--- src/rtl/mem_ctrl.sv ---
`default_nettype none
// ==========================================================================
// mem_ctrl : byte-serial RAM/IO sequencer for I-cache line fills and LSB
//            loads/stores.                                    Revision 1.0
// ==========================================================================
module mem_ctrl (
  input  logic         clk_in,
  input  logic         rst_in,
  input  logic         rdy_in,
  input  logic         io_buffer_full,
  input  logic [7:0]   mem_din,
  output logic [7:0]   mem_dout,
  output logic [31:0]  mem_a,
  output logic         mem_wr,
  input  logic         ifetch_todo,
  input  logic [31:0]  ifetch_addr,
  output logic         ifetch_done,
  output logic [511:0] ifetch_res,
  input  logic         lsb_todo,
  input  logic         lsb_wr,
  input  logic [31:0]  lsb_addr,
  input  logic [1:0]   lsb_len,
  input  logic [31:0]  lsb_data,
  output logic         lsb_done,
  output logic [31:0]  lsb_res
);

  localparam logic [1:0] ST_IDLE   = 2'd0;
  localparam logic [1:0] ST_IFETCH = 2'd1;
  localparam logic [1:0] ST_LOAD   = 2'd2;
  localparam logic [1:0] ST_STORE  = 2'd3;

  localparam logic [6:0] LINE_BYTES = 7'd64;

  logic [1:0]   state_q, state_d;
  logic [6:0]   cnt_q, cnt_d;
  logic [6:0]   len_q, len_d;
  logic [31:0]  base_q, base_d;
  logic [31:0]  data_q, data_d;
  logic [511:0] buf_q, buf_d;
  logic [7:0]   din_hold_q, din_hold_d;
  logic         held_q, held_d;
  logic [31:0]  mem_a_q, mem_a_d;
  logic         mem_wr_q, mem_wr_d;
  logic [7:0]   mem_dout_q, mem_dout_d;
  logic         ifetch_done_q, ifetch_done_d;
  logic [511:0] ifetch_res_q, ifetch_res_d;
  logic         lsb_done_q, lsb_done_d;
  logic [31:0]  lsb_res_q, lsb_res_d;

  logic [7:0]   din_eff;
  logic [511:0] buf_cap;
  logic [6:0]   lsb_n;
  logic         io_hold;

  assign mem_a       = mem_a_q;
  assign mem_wr      = mem_wr_q;
  assign mem_dout    = mem_dout_q;
  assign ifetch_done = ifetch_done_q;
  assign ifetch_res  = ifetch_res_q;
  assign lsb_done    = lsb_done_q;
  assign lsb_res     = lsb_res_q;

  always_comb begin
    // A stall leaves mem_a parked, so the byte already on mem_din is kept
    // aside and consumed on the first enabled edge after the stall.
    din_eff = held_q ? din_hold_q : mem_din;

    buf_cap = buf_q;
    if (cnt_q != 7'd0) begin
      buf_cap[{cnt_q[5:0] - 6'd1, 3'b000} +: 8] = din_eff;
    end

    case (lsb_len)
      2'd0:    lsb_n = 7'd1;
      2'd1:    lsb_n = 7'd2;
      default: lsb_n = 7'd4;
    endcase

    io_hold = (base_q[17:16] == 2'b11) && io_buffer_full;
  end

  always_comb begin
    state_d       = state_q;
    cnt_d         = cnt_q;
    len_d         = len_q;
    base_d        = base_q;
    data_d        = data_q;
    buf_d         = buf_q;
    din_hold_d    = din_hold_q;
    held_d        = held_q;
    mem_a_d       = mem_a_q;
    mem_wr_d      = mem_wr_q;
    mem_dout_d    = mem_dout_q;
    ifetch_done_d = ifetch_done_q;
    ifetch_res_d  = ifetch_res_q;
    lsb_done_d    = lsb_done_q;
    lsb_res_d     = lsb_res_q;

    if (!rdy_in) begin
      mem_wr_d = 1'b0;
      if (!held_q) begin
        din_hold_d = mem_din;
        held_d     = 1'b1;
      end
    end else begin
      held_d        = 1'b0;
      mem_wr_d      = 1'b0;
      ifetch_done_d = 1'b0;
      lsb_done_d    = 1'b0;

      case (state_q)
        ST_IDLE: begin
          if (!ifetch_done_q && !lsb_done_q) begin
            if (lsb_todo) begin
              state_d = lsb_wr ? ST_STORE : ST_LOAD;
              base_d  = lsb_addr;
              len_d   = lsb_n;
              data_d  = lsb_data;
              cnt_d   = 7'd0;
              buf_d   = '0;
              mem_a_d = lsb_addr;
            end else if (ifetch_todo) begin
              state_d = ST_IFETCH;
              base_d  = ifetch_addr;
              len_d   = LINE_BYTES;
              cnt_d   = 7'd0;
              buf_d   = '0;
              mem_a_d = ifetch_addr;
            end
          end
        end

        ST_IFETCH, ST_LOAD: begin
          buf_d = buf_cap;
          if (cnt_q == len_q) begin
            state_d = ST_IDLE;
            cnt_d   = 7'd0;
            if (state_q == ST_IFETCH) begin
              ifetch_done_d = 1'b1;
              ifetch_res_d  = buf_cap;
            end else begin
              lsb_done_d = 1'b1;
              lsb_res_d  = buf_cap[31:0];
            end
          end else begin
            cnt_d = cnt_q + 7'd1;
            if ((cnt_q + 7'd1) < len_q) begin
              mem_a_d = base_q + {25'd0, cnt_q + 7'd1};
            end
          end
        end

        ST_STORE: begin
          if (cnt_q == len_q) begin
            state_d    = ST_IDLE;
            cnt_d      = 7'd0;
            lsb_done_d = 1'b1;
          end else if (!io_hold) begin
            mem_a_d    = base_q + {25'd0, cnt_q};
            mem_dout_d = data_q[{cnt_q[1:0], 3'b000} +: 8];
            mem_wr_d   = 1'b1;
            cnt_d      = cnt_q + 7'd1;
          end
        end

        default: state_d = ST_IDLE;
      endcase
    end
  end

  always_ff @(posedge clk_in or posedge rst_in) begin
    if (rst_in) begin
      state_q       <= ST_IDLE;
      cnt_q         <= 7'd0;
      len_q         <= 7'd0;
      base_q        <= 32'd0;
      data_q        <= 32'd0;
      buf_q         <= '0;
      din_hold_q    <= 8'd0;
      held_q        <= 1'b0;
      mem_a_q       <= 32'd0;
      mem_wr_q      <= 1'b0;
      mem_dout_q    <= 8'd0;
      ifetch_done_q <= 1'b0;
      ifetch_res_q  <= '0;
      lsb_done_q    <= 1'b0;
      lsb_res_q     <= 32'd0;
    end else begin
      state_q       <= state_d;
      cnt_q         <= cnt_d;
      len_q         <= len_d;
      base_q        <= base_d;
      data_q        <= data_d;
      buf_q         <= buf_d;
      din_hold_q    <= din_hold_d;
      held_q        <= held_d;
      mem_a_q       <= mem_a_d;
      mem_wr_q      <= mem_wr_d;
      mem_dout_q    <= mem_dout_d;
      ifetch_done_q <= ifetch_done_d;
      ifetch_res_q  <= ifetch_res_d;
      lsb_done_q    <= lsb_done_d;
      lsb_res_q     <= lsb_res_d;
    end
  end

endmodule
`default_nettype wire

--- config.mk ---
export PLATFORM = sky130hd
export DESIGN_NAME = mem_ctrl
export DESIGN_NICKNAME = d
export VERILOG_FILES = /design/src/rtl/mem_ctrl.sv
export SDC_FILE = /design/constraint.sdc
export NUM_CORES = 2
export LEC_CHECK = 0
export ABC_AREA = 0
export BUFFER_PORTS_ARGS = -buffer_cell sky130_fd_sc_hd__buf_4
export CELL_PAD_IN_SITES_DETAIL_PLACEMENT = 1
export CELL_PAD_IN_SITES_GLOBAL_PLACEMENT = 2
export CORE_MARGIN = 2
export CORE_UTILIZATION = 40
export DETAILED_ROUTE_END_ITERATION = 6
export PLACE_DENSITY = 0.9
export SLEW_MARGIN = 20
export SYNTH_ARGS = -nofsm -noshare
export SYNTH_HDL_FRONTEND = slang
export SYNTH_SLANG_ARGS = --single-unit
--- constraint.sdc ---
create_clock -name clk_in -period 65.8 [get_ports clk_in]
set_input_delay 13.16 -clock clk_in [delete_from_list [all_inputs] [get_ports clk_in]]
set_output_delay 13.16 -clock clk_in [all_outputs]
set_load 0.02 [all_outputs]
=== Yosys cells after proc, flatten, opt, wreduce, memory -nomap -nowiden ===
Index checks and enable logic that the tools add are counted.

* Flip-flop bits (word level): 1188
* Word-level logic and storage cells: 104

* Add/sub/neg operators: 5
* Magnitude comparators: 1
* Equal/unequal tests: 14
* Shift-type cells: 3
* Muxes and demuxes: 43
* Bitwise logic cells: 3
* Reductions and logical operators: 20

{| class="wikitable"
|+ Operator list
! cell !! count
|-
| 512-bit 2-to-1 mux || 4
|-
| 512-bit case mux with 2 select lines || 1
|-
| 512-bit bitwise mux || 1
|-
| 8-bit by 11-bit variable shift with 512-bit output, first input constant || 1
|-
| 8-bit by 11-bit indexed part select with 512-bit output || 1
|-
| 32-bit 2-to-1 mux || 7
|-
| 32-bit case mux with 3 select lines || 1
|-
| 32-bit by 7-bit adder with 32-bit output || 2
|-
| 7-bit 2-to-1 mux || 8
|-
| 4-bit AND reduction || 8
|-
| 32-bit by 6-bit indexed part select with 8-bit output || 1
|-
| 7-bit case mux with 3 select lines || 1
|-
| 1-bit 2-to-1 mux || 12
|-
| 9-bit negation with 11-bit output || 1
|-
| 2-bit inequality test, second input constant || 5
|-
| 2-bit 2-to-1 mux || 4
|-
| 8-bit 2-to-1 mux || 1
|-
| 7-bit by 1-bit adder with 7-bit output, second input constant || 1
|-
| 7-bit == test || 1
|-
| 7-bit less-than comparator || 1
|-
| 7-bit AND reduction || 1
|-
| 7-bit nonzero test || 1
|-
| 2-bit == test, second input constant || 3
|-
| 3-bit inequality test, second input constant || 2
|-
| other kinds (13) || 20
|}

=== Longest topological paths before layout ===
* Word-level depth: 6
* Mapped depth: 15
* Mapped depth without buffers: 11

=== Worst setup path before layout ===
OpenSTA, ideal clock, no wires.

* Kind: input -> register
* From: input lsb_todo
* To: register buf_q[249]
* Setup time: 0.080 ns
* Data arrival time: 15.077 ns
* Required time: 65.720 ns
* Setup slack: 50.643 ns
* Stages on the path: 8
* Path buffers: 3
* Path through: buf_2 nor2_1 o31ai_1 nand3_1 buf_2 clkbuf_1 o21ai_1 o2bb2ai_1

* Longest elaborated chain between the ends: 3
* Elaborated cells between the ends (all ways): 5
* Classes of those cells: eq/ne: 1; mux: 3; reduce/logical: 1

{| class="wikitable"
|+ Ends and longest elaborated chain
! what !! RTL line !! source
|-
| start: declaration || 19 || <nowiki>input logic lsb_todo,</nowiki>
|-
| 512-bit 2-to-1 mux || 115 || <nowiki>if (lsb_todo) begin</nowiki>
|-
| 512-bit 2-to-1 mux || 114 || <nowiki>if (!ifetch_done_q && !lsb_done_q) begin</nowiki>
|-
| 512-bit case mux with 2 select lines || 112 || <nowiki>case (state_q)</nowiki>
|-
| end signal: assignment || 195 || <nowiki>buf_q <= buf_d;</nowiki>
|-
| end: declaration || 40 || <nowiki>logic [511:0] buf_q, buf_d;</nowiki>
|}

Parallel ways exist; a longest one is shown, timed or not. The select of a mux whose other input is x is not followed.
A chain may end at the register's enable or synchronous reset.

==> impl_results.md <==
* Outcome: completed
* Min setup slack post-route at 47.39 ns
* Worst path arrival time at 19.11 ns
* Number of buffers created by CTS at 133
* Via count of the first global-routing pass at 44080
* Initial DRT Pass Iterations at 5
* Final count of hold timing violations at 0
* Synthesized area divided by synthesized cell count at 10.58 µm²
* Final Wtd Congestion at 0.8311
* Via count of the routed design at 42520
* Quantity of hold-fixing buffers added after cts at 0
* Final-layout fill cell count at 13860
* Setup_tns at 0 ns
* Dominant synthesized flop cell: sky130_fd_sc_hd__dfrtp_1
* EDFF count, synth at 0
* Reported net switching power at 0.001036 W
* Clock root cell: sky130_fd_sc_hd__clkbuf_16
* Layout Skew at 0.02560 ns
* GR Overflow Total at 0
* Horizontal die dimension at 361.9 µm
* Critical path type: in -> async
* Transition time of the tightest slew-check pin at 1.192 ns
* Leakage power total at 29.65 nW
* Vertical die dimension at 361.9 µm
* Nets at 5543
* Maximum level of the CTS H-tree at 4
* Initial standard-cell utilization of the core at 40.23%
* Clock tree from TritonCTS: yes
* Worst Setup Slack post-DPL at 46.39 ns
* Routed Antenna Nets at 0
* Sequential cell area fraction in the yosys report at 57.88%
* Part of the cycle the worst path needs at 27.97%
* Routed vias/inst at 5.924
* Seq cells post-synth at 1185
* Number of warnings issued by yosys at 0
* Clock sink count at 1185
* Insertion delay of the later-clocked pin in the worst-skew pair at 0.75 ns
* Mapped Area at 51240 µm²
* First-pass GRT wire length at 294.4 mm
* Fraction of registers with async set or reset after synthesis at 100.0%
* Total Die Area at 131000 µm²
* Number of rows created at floorplan at 131
* DRC errors left at 0
* Count of pins on the block boundary at 700
* Final min period at 18.41 ns
* Worst setup EP type: async pin
* Leading cell types in the layout, fill and taps excluded: sky130_fd_sc_hd__dfrtp_1, sky130_fd_sc_hd__nand2_1, sky130_fd_sc_hd__buf_4
* Power per cell area at 39.44 nW/µm²
* Clock transition time at the flip-flop clock pins of the worst setup and hold paths at 0.06 ns
* Std-Cell Core Area at 127400 µm²
* Gate Count Post-Synth at 4841
* Non-filler instance count after layout at 7177
* Number of DRC markers after the initial detailed-route iteration at 3947
* Largest buffer count on any clock path at 3
* Portion of synthesized cell area occupied by the leading cell type at 57.88%
* Worst-case headroom to the max-slew limit at 20.52%
* CTS-repair resized insts at 0
* Post-DP HPWL at 133.4 mm
* Overall track demand over capacity in global routing at 29.89%
* VDD IR max at 0.02723 mV
* Placed Cells incl. Taps at 6934
* Number of slew-limit violations in the final report at 0
* Count of unique library cells instantiated by Yosys at 88
* Power share of the clock group at 30.9%
* Area growth, synth to finish at 21.89%
* Share of final-layout standard cells stronger than drive strength 1 at 22.12%
* HP Class: reg -> reg
* Net count after synthesis at 4976
* Reg power frac at 33.6%
* Setup repair bufs after CTS at 0
* Count of maximum capacitance violations at 0
* Worst endpoint required time at 66.51 ns
* Count of final setup violators at 0
* Routed Wire Length at 198.4 mm
* Largest fanout of any net on the critical path at 105
* Pin count of the biggest net entering global routing at 229
* CP Launch Type: primary input
* Cell type contributing the most total cell area after synthesis: sky130_fd_sc_hd__dfrtp_1
* Leading cell type in the layout, fill and taps excluded: sky130_fd_sc_hd__dfrtp_1
* Number of input and output port buffers inserted at 699
* Unrepaired setup endpoints after global routing: false
* Logic pwr share at 35.5%
* Internal power consumption at 0.001427 W
* Top cells by area in the synthesized netlist: sky130_fd_sc_hd__dfrtp_1, sky130_fd_sc_hd__nand2_1, sky130_fd_sc_hd__a22o_1, sky130_fd_sc_hd__mux2i_1, sky130_fd_sc_hd__o2bb2ai_1
* Switching share of power at 42.07%
* Antenna violations before repair at 8
* Register cell area after layout at 29650 µm²
* Area taken by multi-input logic gates at 20250 µm²
* Wire length per cell at 27.64 µm
* Peak clock frequency supported by timing at 54.33 MHz
[power groups by stage]
stage	Sequential, W	Combinational [W]	Clock, W
floorplan	0.000847	0.000493	0
global placement	0.000837	0.000848	0
detailed placement	0.000841	0.000862	0
CTS	0.000828	0.000868	0.000770
global route	0.000835	0.000920	0.000797
finish	0.000829	0.000873	0.000761
[layer usage]
layer	up-vias	part of all wire, %	track usage [%]
met4	4	4.3	12.22
met2	1638	48	48.76
met1	22070	41	39.15
li1	18400	-	-
met5	-	0.014	0
met3	398	6.7	5.721
[path summary, 6_finish.rpt]
kind | slack [ns] | cells past startpoint | start | endpoint
max | 47.39 | 8 | rst_in | buf_q[246]$_DFFE_PP0P_
min | 0.47 | 2 | ifetch_res[327]$_DFFE_PP0P_ | ifetch_res[327]$_DFFE_PP0P_
max reg2reg | 59.94 | 10 | cnt_q[0]$_DFFE_PP0P_ | buf_q[99]$_DFFE_PP0P_
min reg2reg | 0.47 | 2 | ifetch_res[327]$_DFFE_PP0P_ | ifetch_res[327]$_DFFE_PP0P_
max in group clk_in | 49.17 | 9 | lsb_todo | buf_q[129]$_DFFE_PP0P_
min in group asynchronous | 12.52 | 2 | rst_in | ifetch_res[327]$_DFFE_PP0P_
[worst max-delay path, cell delays in order]
cell and delay (ns):
sky130_fd_sc_hd__buf_4 0.13, sky130_fd_sc_hd__inv_8 0.47, sky130_fd_sc_hd__buf_4 0.87, sky130_fd_sc_hd__buf_4 0.87
sky130_fd_sc_hd__buf_4 0.70, sky130_fd_sc_hd__buf_4 0.88, sky130_fd_sc_hd__buf_4 0.87, sky130_fd_sc_hd__buf_4 0.90
[kinds of logic (layout without fill, tap and decap cells)]
logic type	count (synthesis)	in the layout	share of synthesized area, %
DFF	1185	1185	57.88
and+or+nand+nor	1860	1860	15.99
muxes	289	289	6.063
AOI/OAI and AO/OA	1076	1076	15.65
xor gates and xnor gates	35	35	0.6569
adders and majority gates	22	22	0.5519
other	0	3	0
buffers and inverters	374	1045	3.221
[cell usage after synthesis, types with 8 or more instances]
cell	count
sky130_fd_sc_hd__a211oi_1	18
sky130_fd_sc_hd__mux2_2	91
sky130_fd_sc_hd__clkbuf_1	163
sky130_fd_sc_hd__o21ai_2	19
sky130_fd_sc_hd__a221o_1	8
sky130_fd_sc_hd__nand3_1	315
sky130_fd_sc_hd__nor2_2	10
sky130_fd_sc_hd__or3_1	20
sky130_fd_sc_hd__dfrtp_1	1185
sky130_fd_sc_hd__nor4_1	14
sky130_fd_sc_hd__nor3_1	36
sky130_fd_sc_hd__buf_1	28
sky130_fd_sc_hd__mux4_2	8
sky130_fd_sc_hd__o22ai_1	11
sky130_fd_sc_hd__a21oi_1	72
sky130_fd_sc_hd__o211ai_1	120
sky130_fd_sc_hd__xor2_1	14
sky130_fd_sc_hd__buf_4	20
sky130_fd_sc_hd__o21ai_1	50
sky130_fd_sc_hd__a32o_1	19
sky130_fd_sc_hd__a21o_1	16
sky130_fd_sc_hd__o311ai_0	12
sky130_fd_sc_hd__o2bb2ai_1	216
sky130_fd_sc_hd__inv_1	29
sky130_fd_sc_hd__nand2_1	1113
sky130_fd_sc_hd__ha_1	21
sky130_fd_sc_hd__nor3_2	13
sky130_fd_sc_hd__nor2_1	198
sky130_fd_sc_hd__xnor2_1	19
sky130_fd_sc_hd__nand4_1	75
sky130_fd_sc_hd__buf_2	130
sky130_fd_sc_hd__mux2i_1	190
sky130_fd_sc_hd__o21ai_0	200
sky130_fd_sc_hd__a22o_1	247
sky130_fd_sc_hd__nor3_4	10
sky130_fd_sc_hd__a31oi_1	21
[cell type report]
type	instances	share of cell area, %
sequential	1185	47.49
clock inverter	49	0.8034
inverter	31	0.1983
tap	1662	3.330
clock buffer	190	6.357
antenna	3	0.01202
timing repair buffer	775	9.389
multi-input combinational	3282	32.43
[state kept, by name, indices dropped and copies added (netlist names), 2 cells and up]
| register | flops |
|---|---|
| base_q | 32 |
| buf_q | 512 |
| cnt_q | 7 |
| data_q | 32 |
| din_hold_q | 8 |
| ifetch_res | 512 |
| len_q | 4 |
| lsb_res | 32 |
| mem_a | 32 |
| mem_dout | 8 |
| state_q | 2 |
[stage by stage]
stage	hold slack [ns]	total power (W)	utilization (%)	cell area (µm²)
after detailed placement	0.4603	0.001703	45.49	57940
after floorplan	0.4394	0.001340	-	51240
after global placement	0.4528	0.001685	45.49	57930
after CTS	0.4732	0.002466	49.01	62410
final	0.4695	0.002463	49.04	62450
after global routing	0.4976	0.002552	49.04	62450
No activity file was read; power rests on OpenSTA's default activity.
